`config.mk`:
```
export PLATFORM = sky130hd
export DESIGN_NAME = i2s_tx
export DESIGN_NICKNAME = d
export VERILOG_FILES = /design/src/rtl/i2s_pkg.sv /design/src/rtl/i2s_clkgen.sv /design/src/rtl/i2s_tx.sv
export SDC_FILE = /design/constraint.sdc
export NUM_CORES = 1
export LEC_CHECK = 0
export ABC_AREA = 0
export BUFFER_PORTS_ARGS = -buffer_cell sky130_fd_sc_hd__buf_2
export CORE_MARGIN = 5
export CORE_UTILIZATION = 39
export CTS_BUF_LIST = sky130_fd_sc_hd__clkbuf_4 sky130_fd_sc_hd__clkbuf_8
export DETAILED_ROUTE_END_ITERATION = 12
export GPL_TIMING_DRIVEN = 0
export PLACE_DENSITY = 0.58
export RECOVER_POWER = 25
export SYNTH_ARGS = -nofsm -noshare
export SYNTH_HDL_FRONTEND = slang
export SYNTH_SLANG_ARGS = --single-unit
export TNS_END_PERCENT = 100
```
`constraint.sdc`:
```
create_clock -name clk_i -period 5.8 [get_ports clk_i]
set_input_delay 1.16 -clock clk_i [delete_from_list [all_inputs] [get_ports clk_i]]
set_output_delay 1.16 -clock clk_i [all_outputs]
set_load 0.02 [all_outputs]
```
`src/rtl/i2s_pkg.sv`:
```
// Shared constants and types for the I2S transmit path.
package i2s_pkg;

  localparam int WIDTH     = 24;
  localparam int SCLK_DIV  = 8;
  localparam int SLOT_BITS = 32;
  localparam int FRAME_LEN = 2 * SLOT_BITS * SCLK_DIV;
  localparam int CNT_W     = $clog2(FRAME_LEN);
  localparam int BIT_W     = $clog2(2 * SLOT_BITS);

  typedef struct packed {
    logic [WIDTH-1:0] left;
    logic [WIDTH-1:0] right;
  } stereo_sample_t;

  localparam logic LEFT  = 1'b0;
  localparam logic RIGHT = 1'b1;

endpackage

```
`src/rtl/i2s_clkgen.sv`:
```
// Free-running frame counter producing registered mclk/sclk/lrck, the current
// bit index within the frame and a frame-start strobe.
module i2s_clkgen
  import i2s_pkg::*;
#(
  parameter int sclk_div_p  = SCLK_DIV,
  parameter int slot_bits_p = SLOT_BITS
) (
  input  logic                           clk_i,
  input  logic                           reset_n_i,
  output logic [$clog2(slot_bits_p):0]   bit_idx_o,
  output logic                           frame_start_o,
  output logic                           mclk_o,
  output logic                           sclk_o,
  output logic                           lrck_o
);

  localparam int S  = $clog2(sclk_div_p);
  localparam int P  = $clog2(slot_bits_p);
  localparam int CW = S + P + 1;

  logic [CW-1:0] cnt_q, cnt_d;
  logic          mclk_q, mclk_d;
  logic          sclk_q, sclk_d;
  logic          lrck_q, lrck_d;

  // Frame length is a power of two, so natural wrap gives F-1 -> 0.
  always_comb begin
    cnt_d  = cnt_q + 1'b1;
    mclk_d = cnt_q[0];
    sclk_d = cnt_q[S-1];
    lrck_d = cnt_q[CW-1];
  end

  always_ff @(posedge clk_i or negedge reset_n_i) begin
    if (!reset_n_i) begin
      cnt_q  <= '0;
      mclk_q <= 1'b0;
      sclk_q <= 1'b0;
      lrck_q <= 1'b0;
    end else begin
      cnt_q  <= cnt_d;
      mclk_q <= mclk_d;
      sclk_q <= sclk_d;
      lrck_q <= lrck_d;
    end
  end

  assign bit_idx_o     = cnt_q[CW-1:S];
  assign frame_start_o = (cnt_q == '0);
  assign mclk_o        = mclk_q;
  assign sclk_o        = sclk_q;
  assign lrck_o        = lrck_q;

endmodule

```
`src/rtl/i2s_tx.sv`:
```
// Master-mode I2S transmitter: valid/ready stereo input, one-deep holding register.
// Build option I2S_TX_HOLD_LAST_EN: repeat the last sample on underflow instead of silence.
module i2s_tx
  import i2s_pkg::*;
#(
  parameter int width_p     = WIDTH,
  parameter int sclk_div_p  = SCLK_DIV,
  parameter int slot_bits_p = SLOT_BITS
) (
  input  logic               clk_i,
  input  logic               reset_n_i,
  input  logic               valid_i,
  output logic               ready_o,
  input  logic [width_p-1:0] data_left_i,
  input  logic [width_p-1:0] data_right_i,
  output logic               mclk_o,
  output logic               lrck_o,
  output logic               sclk_o,
  output logic               sdout_o,
  output logic               underflow_o
);

  localparam int P  = $clog2(slot_bits_p);
  localparam int IW = $clog2(width_p);
  localparam logic [P-1:0] WPOS = P'(width_p);

  logic [P:0]         bit_idx;
  logic               frame_start;
  logic [P-1:0]       pos;
  logic               slot;

  logic               hold_full_q, hold_full_d;
  logic               primed_q, primed_d;
  logic               ready_q, ready_d;
  logic               underflow_q, underflow_d;
  logic               sdout_q, sdout_d;
  logic [width_p-1:0] hold_l_q, hold_l_d;
  logic [width_p-1:0] hold_r_q, hold_r_d;
  logic [width_p-1:0] sr_l_q, sr_l_d;
  logic [width_p-1:0] sr_r_q, sr_r_d;
  logic [width_p-1:0] chan;
  logic [IW-1:0]      idx;
  logic               accept;

  i2s_clkgen #(
    .sclk_div_p  (sclk_div_p),
    .slot_bits_p (slot_bits_p)
  ) u_clkgen (
    .clk_i         (clk_i),
    .reset_n_i     (reset_n_i),
    .bit_idx_o     (bit_idx),
    .frame_start_o (frame_start),
    .mclk_o        (mclk_o),
    .sclk_o        (sclk_o),
    .lrck_o        (lrck_o)
  );

  assign pos    = bit_idx[P-1:0];
  assign slot   = bit_idx[P];
  assign accept = valid_i & ready_q;

  always_comb begin
    hold_full_d = hold_full_q;
    primed_d    = primed_q;
    hold_l_d    = hold_l_q;
    hold_r_d    = hold_r_q;
    sr_l_d      = sr_l_q;
    sr_r_d      = sr_r_q;
    underflow_d = 1'b0;

    if (accept) begin
      hold_l_d    = data_left_i;
      hold_r_d    = data_right_i;
      hold_full_d = 1'b1;
      primed_d    = 1'b1;
    end

    // Frame start looks only at the old hold state: a sample accepted on this
    // same edge waits for the next frame rather than bypassing into this one.
    if (frame_start) begin
      if (hold_full_q) begin
        sr_l_d      = hold_l_q;
        sr_r_d      = hold_r_q;
        hold_full_d = 1'b0;
      end else begin
        underflow_d = primed_q;
`ifdef I2S_TX_HOLD_LAST_EN
        sr_l_d = sr_l_q;
        sr_r_d = sr_r_q;
`else
        sr_l_d = '0;
        sr_r_d = '0;
`endif
      end
    end

    ready_d = ~hold_full_d;
  end

  // Slot position 0 is the I2S one-bit delay; payload MSB goes out at position 1.
  always_comb begin
    chan    = (slot == RIGHT) ? sr_r_q : sr_l_q;
    idx     = IW'(WPOS - pos);
    sdout_d = 1'b0;
    if ((pos != '0) && (pos <= WPOS)) begin
      sdout_d = chan[idx];
    end
  end

  always_ff @(posedge clk_i or negedge reset_n_i) begin
    if (!reset_n_i) begin
      hold_full_q <= 1'b0;
      primed_q    <= 1'b0;
      ready_q     <= 1'b0;
      underflow_q <= 1'b0;
      sdout_q     <= 1'b0;
      hold_l_q    <= '0;
      hold_r_q    <= '0;
      sr_l_q      <= '0;
      sr_r_q      <= '0;
    end else begin
      hold_full_q <= hold_full_d;
      primed_q    <= primed_d;
      ready_q     <= ready_d;
      underflow_q <= underflow_d;
      sdout_q     <= sdout_d;
      hold_l_q    <= hold_l_d;
      hold_r_q    <= hold_r_d;
      sr_l_q      <= sr_l_d;
      sr_r_q      <= sr_r_d;
    end
  end

  assign ready_o     = ready_q;
  assign sdout_o     = sdout_q;
  assign underflow_o = underflow_q;

endmodule

```
**Word-level counts from Yosys, hierarchy flattened**

Cells that the tools add are included.

- Logic and storage cells: 33
- Bits in registers: 113

- Bitwise gates (word level): 2
- Multiplexer cells: 11
- $lt $le $gt $ge: 2
- $add $sub $neg: 2
- Reduce and logical (&&, ||, !) cells: 3

Operator list:

| cell | count |
|---|---|
| two-way mux 24 bit | 3 |
| adder 9 x 1 -> 9 bit (second input constant) | 1 |
| zero test 9 bit | 1 |
| two-way mux 1 bit | 7 |
| < comparator 5 x 6 -> 1 bit (second input constant) | 1 |
| binary-select mux 1 bit (select 5 bit) | 1 |
| less-or-equal comparator 5 bit (second input constant) | 1 |
| nonzero test 5 bit | 1 |
| subtractor 5 bit (first input constant) | 1 |
| AND 1 bit | 1 |
| logical AND 1 bit | 1 |
| inverter 1 bit | 1 |

**Logic depth before layout (Yosys ltp)**

- Word-level depth: 5
- Gate-level depth with buffers: 10
- Mapped depth without buffers: 7

**By module**

A second synthesis with hierarchy kept.

- Cells, all modules: 411
- Area total of the unflattened synthesis: 4,917.2 µm²

Modules (own cells, without submodules):

| module | cells each | times used | area each (µm²) |
|---|---|---|---|
| i2s_tx | 368 | 1 | 4,399.2 |
| i2s_clkgen | 43 | 1 | 518.0 |

**Worst setup path before layout**

No wires, ideal clock.

- Path kind: reg-to-reg
- Start point: register u_clkgen.cnt_q[3]
- End point: register sdout_q, in the netlist sdout_o
- Path buffers: 2
- Path slack: 3.644 ns
- Clock period less this slack: 2.156 ns
- Stages on the path, launching flop included: 9
- Library setup time: 0.123 ns
- Data arrival time: 2.033 ns
- Cells stage by stage: dfrtp_1 -> buf_2 -> buf_2 -> inv_1 -> ha_1 -> xor2_1 -> mux4_2 -> nand3_1 -> o21ai_1

- Longest elaborated chain between the ends: 4
- Elaborated cells between the ends (all ways): 7
- Classes of those cells: add/sub: 1; order compare: 1; mux: 3; reduce/logical: 2

RTL lines:

| item | line | RTL |
|---|---|---|
| from (decl) | i2s_clkgen.sv:22 | `logic [CW-1:0] cnt_q, cnt_d;` |
| from (signal assigned) | i2s_clkgen.sv:42 | `cnt_q <= cnt_d;` |
| subtractor 5 bit | i2s_tx.sv:103 | `idx = IW'(WPOS - pos);` |
| binary-select mux 1 bit (select 5 bit) | i2s_tx.sv:106 | `sdout_d = chan[idx];` |
| two-way mux 1 bit (implied by the code) | i2s_tx.sv:106 |  |
| two-way mux 1 bit * | i2s_tx.sv:105 | `if ((pos != '0) && (pos <= WPOS)) begin` |
| named net sdout_d | i2s_tx.sv:36 | `logic sdout_q, sdout_d;` |
| to (signal assigned) | i2s_tx.sv:126 | `sdout_q <= sdout_d;` |
| to (decl) | i2s_tx.sv:36 |  |

The timed path passes the listed nets; every way through them passes the cells marked *. The select of a mux whose other input is x is not followed.
A chain may end at the register's enable or synchronous reset.

**Worst setup path in the final report**

Same ends and word-level chain as after synthesis.

==> summary.md <==
| Metric | Value |
|---|---|
| Die area | `14490 µm²` |
| Avg Cell Area, Syn | `12.06 µm²` |
| Syn Nets | `449` |
| Remaining Overflow, GRT | `0` |
| Slew Viols, Final | `0` |
| Mapped Area | `4751 µm²` |
| Vias in the first global route | `3395` |
| Worst Hold Path EP | `u_clkgen.mclk_o` |
| Hold Path Depth | `0` |
| Routed vias/inst | `4.989` |
| Clock root cell | `clkbuf_8` |
| R2r startpoint | `u_clkgen.cnt_q[3]` |
| Critical Path AT | `3.47 ns` |
| Fin cells | `630` |
| Rows | `40` |
| Final hold vios | `0` |
| Starting Density | `0.3972` |
| Htree depth | `4` |
| Distinct cell type count after synthesis | `25` |
| Area of the multi-input gates | `1782 µm²` |
| Cell Chain, Critical Path | `clkbuf_1, clkbuf_1, inv_1, ha_1, xor2_1, mux4_2, nand3_1, o21ai_1` |
| Clock Path Buffers | `2` |
| Seq cells post-synth | `113` |
| CTS tree | `yes` |
| CP bufs+invs | `3` |
| CP endpoint kind | `flop` |
| Leak | `2.742 nW` |
| Post-detailed-route count of antenna-violating nets | `0` |
| Std-Cell Core Area | `11960 µm²` |
| 1st-iter DRT viols | `139` |
| Initial antenna violation count | `0` |
| Crit path top cell by count | `clkbuf_1` |
| Fillers | `1102` |
| Reg-to-reg endpoint | `sdout_o` |
| Synth warn | `0` |
| Die width | `120.4 µm` |
| # Post-CTS Setup Buffers | `0` |
| Placed cells | `598` |
| Total Routing Usage GR | `0.1514` |
| Area Growth Syn to Fin | `20.25%` |
| Post-DP Area | `5245 µm²` |
| # Max-Cap Violations | `0` |
| Kind of cell adding the most delay to the critical path | `buffers and inverters` |
| Peak supply drop | `0.1651 mV` |
| Max-slew headroom | `0.4494` |
| Share of post-route cells with drive strength above 1 | `0.3023` |
| Routed wire length | `9.974 mm` |
| Sequential share of the synthesized area | `0.5952` |
| Cell area after layout | `5713 µm²` |
| DRC | `0` |
| Worst reg-to-reg path cell count | `8` |
| Crit Path Class | `reg2reg` |
| # hold bufs at CTS | `0` |
| Total CTS buffers | `17` |
| Largest net degree at the start of global routing | `65` |
| DP Wirelength | `6.874 mm` |
| Clock slew at reported path FFs | `0.07 ns` |
| Vias | `3143` |
| Global-route wire length before repair | `16.96 mm` |
| Storage cell area | `2828 µm²` |
| Type of origin of the critical path | `flop` |
| Pwr dens | `398.8 nW/µm²` |
| DR WL/cell | `15.83 µm` |
| Tmin final | `3.159 ns` |
| Crit-path slowest cell | `mux4_2` |
| Placer Congestion | `0.8092` |
| Status | `complete, no violations` |
| Post_cts resized | `0` |
| CP max FO | `10` |
| Max Fclk | `316.6 MHz` |
| I/O pin count | `57` |
| Final Setup Violations | `0` |
| HP Start | `u_clkgen.cnt_q[0]` |
| Final Skew | `0.01127 ns` |
| Clock sinks | `113` |
| Worst path max stage delay | `0.61 ns` |
| Tcrit/Tclk final | `0.5446` |
| Hold Crit Class | `reg2reg` |
| Setup Total Neg Slack | `0 ns` |
| Chip height | `120.4 µm` |
| N_diodes | `0` |
| RSZ-0062 raised after global routing | `no` |
| DRT Pass-1 Iters | `4` |
| IO buf count | `56` |
| Layout net count | `525` |
| Worst-margin pin slew | `0.8260 ns` |
| Worst EP required | `6.11 ns` |
| Clk Latency, worst-skew pair | `0.43 ns` |
| R2R Setup Slk | `2.64 ns` |
| Cells after Synth | `394` |
==> cell usage in the layout, fill, tap and decap left out, drive strengths merged <==
| cell type | count |
|---|---|
| dfrtp | 113 |
| nand2 | 99 |
| buf | 66 |
| o21ai | 51 |
| mux2 | 48 |
| clkbuf | 37 |
| mux4 | 13 |
| inv | 7 |
| mux2i | 7 |
| xnor2 | 6 |
| clkinvlp | 6 |
| bufinv | 5 |
| nand3 | 4 |
| xor2 | 4 |
| ha | 4 |
| nor3 | 3 |
| a21oi | 2 |
| clkinv | 2 |
| and3 | 1 |
| nand4 | 1 |
| nor4 | 1 |
| o22ai | 1 |
| nor3b | 1 |
| nand2b | 1 |
==> worst max path at each step <==
stage / from / endpoint / slack (ns) / cells past startpoint
2_1_floorplan: u_clkgen.cnt_q[3] / sdout_o / 3.64 / 8
3_3_place_gp: reset_n_i / hold_l_q[18] / 2.25 / 1
3_5_place_dp: u_clkgen.cnt_q[3] / sdout_o / 3.08 / 8
4_1_cts: u_clkgen.cnt_q[3] / sdout_o / 3.06 / 8
5_1_grt: u_clkgen.cnt_q[3] / sdout_o / 2.44 / 8
6_report: u_clkgen.cnt_q[3] / sdout_o / 2.64 / 8
==> report_power, final <==
group / leakage, nW / switching, W / internal, W / total [W]
registers: 1.45 / 0.0000939 / 0.000963 / 0.00106
clock network: 0.216 / 0.000334 / 0.000533 / 0.000867
logic: 1.08 / 0.000156 / 0.000198 / 0.000354
==> worst register-to-register path: stages, from the launching register on <==
cell and delay, ns:
dfrtp_1 0.35, clkbuf_1 0.37, clkbuf_1 0.56, inv_1 0.16, ha_1 0.26, xor2_1 0.58
mux4_2 0.61, nand3_1 0.08, o21ai_1 0.08
==> logic make-up (layout without fill, tap and decap cells) <==
kind of cell    Yosys count  after routing  share of synthesized area
xor+xnor                 10             10                    0.01843
simple gates            111            111                    0.09245
fa+ha+maj                 4              4                    0.01054
flops                   113            113                     0.5952
buf+inv                  34            123                    0.02976
mux                      68             68                     0.1965
compound gates           54             54                    0.05715
==> synthesized netlist by cell type <==
library cell | n | share of area
buf_6 | 1 | 0.0024
inv_1 | 7 | 0.0055
mux2_2 | 48 | 0.11
o21ai_0 | 50 | 0.053
and3_1 | 1 | 0.0013
xor2_1 | 4 | 0.0074
buf_1 | 5 | 0.0040
nand3_1 | 4 | 0.0042
nor4_1 | 1 | 0.0013
nor3b_1 | 1 | 0.0016
buf_2 | 5 | 0.0053
mux4_2 | 5 | 0.024
nand4_1 | 1 | 0.0013
a21oi_1 | 2 | 0.0021
nor3_1 | 3 | 0.0032
ha_1 | 4 | 0.011
xnor2_1 | 6 | 0.011
o21ai_1 | 1 | 0.0011
dfrtp_1 | 113 | 0.60
o22ai_1 | 1 | 0.0013
mux2i_1 | 7 | 0.015
nand2_1 | 99 | 0.078
clkbuf_1 | 16 | 0.013
nand2b_1 | 1 | 0.0013
mux4_1 | 8 | 0.044
==> through the flow <==
stage / util / worst slack, ns / power (W) / hold slack, ns
after floorplan: - / 3.644 / 0.001306 / 0.3925
after global placement: 0.4360 / 2.253 / 0.001413 / 0.4156
after detailed placement: 0.4385 / 3.079 / 0.001433 / 0.4215
after CTS: 0.4778 / 3.061 / 0.002305 / 0.4402
after global routing: 0.4776 / 2.441 / 0.002413 / 0.4592
final: 0.4776 / 2.641 / 0.002278 / 0.4367
==> sequential cells by signal, indices dropped and copies added, names as in the netlist <==
signal,cells
hold_full_q,1
hold_r_q,24
underflow_o,1
hold_l_q,24
u_clkgen.mclk_o,1
sr_r_q,24
u_clkgen.lrck_o,1
sr_l_q,24
u_clkgen.sclk_o,1
ready_o,1
u_clkgen.cnt_q,9
sdout_o,1
primed_q,1
==> routing by layer <==
metal  vias to the layer above  global-route usage  share of wire  wire [µm]
li1                       1494                   -              -          -
met1                      1560              0.2006           0.47       4665
met2                        76              0.2351           0.47       4718
met3                        13             0.04303          0.046        459
met4                         0             0.06161          0.013        130
met5                         -                   0              0          0
==> area by class of cell <==
type,instances,area share
clock buffers,19,0.04577
multi-input cells,247,0.3119
flip-flops and latches,113,0.4950
plain buffers,27,0.01971
repair buffers,57,0.05431
inverters,7,0.004599
well taps,147,0.03219
clock inverters,13,0.03657
No activity file was read; power rests on OpenSTA's default activity.
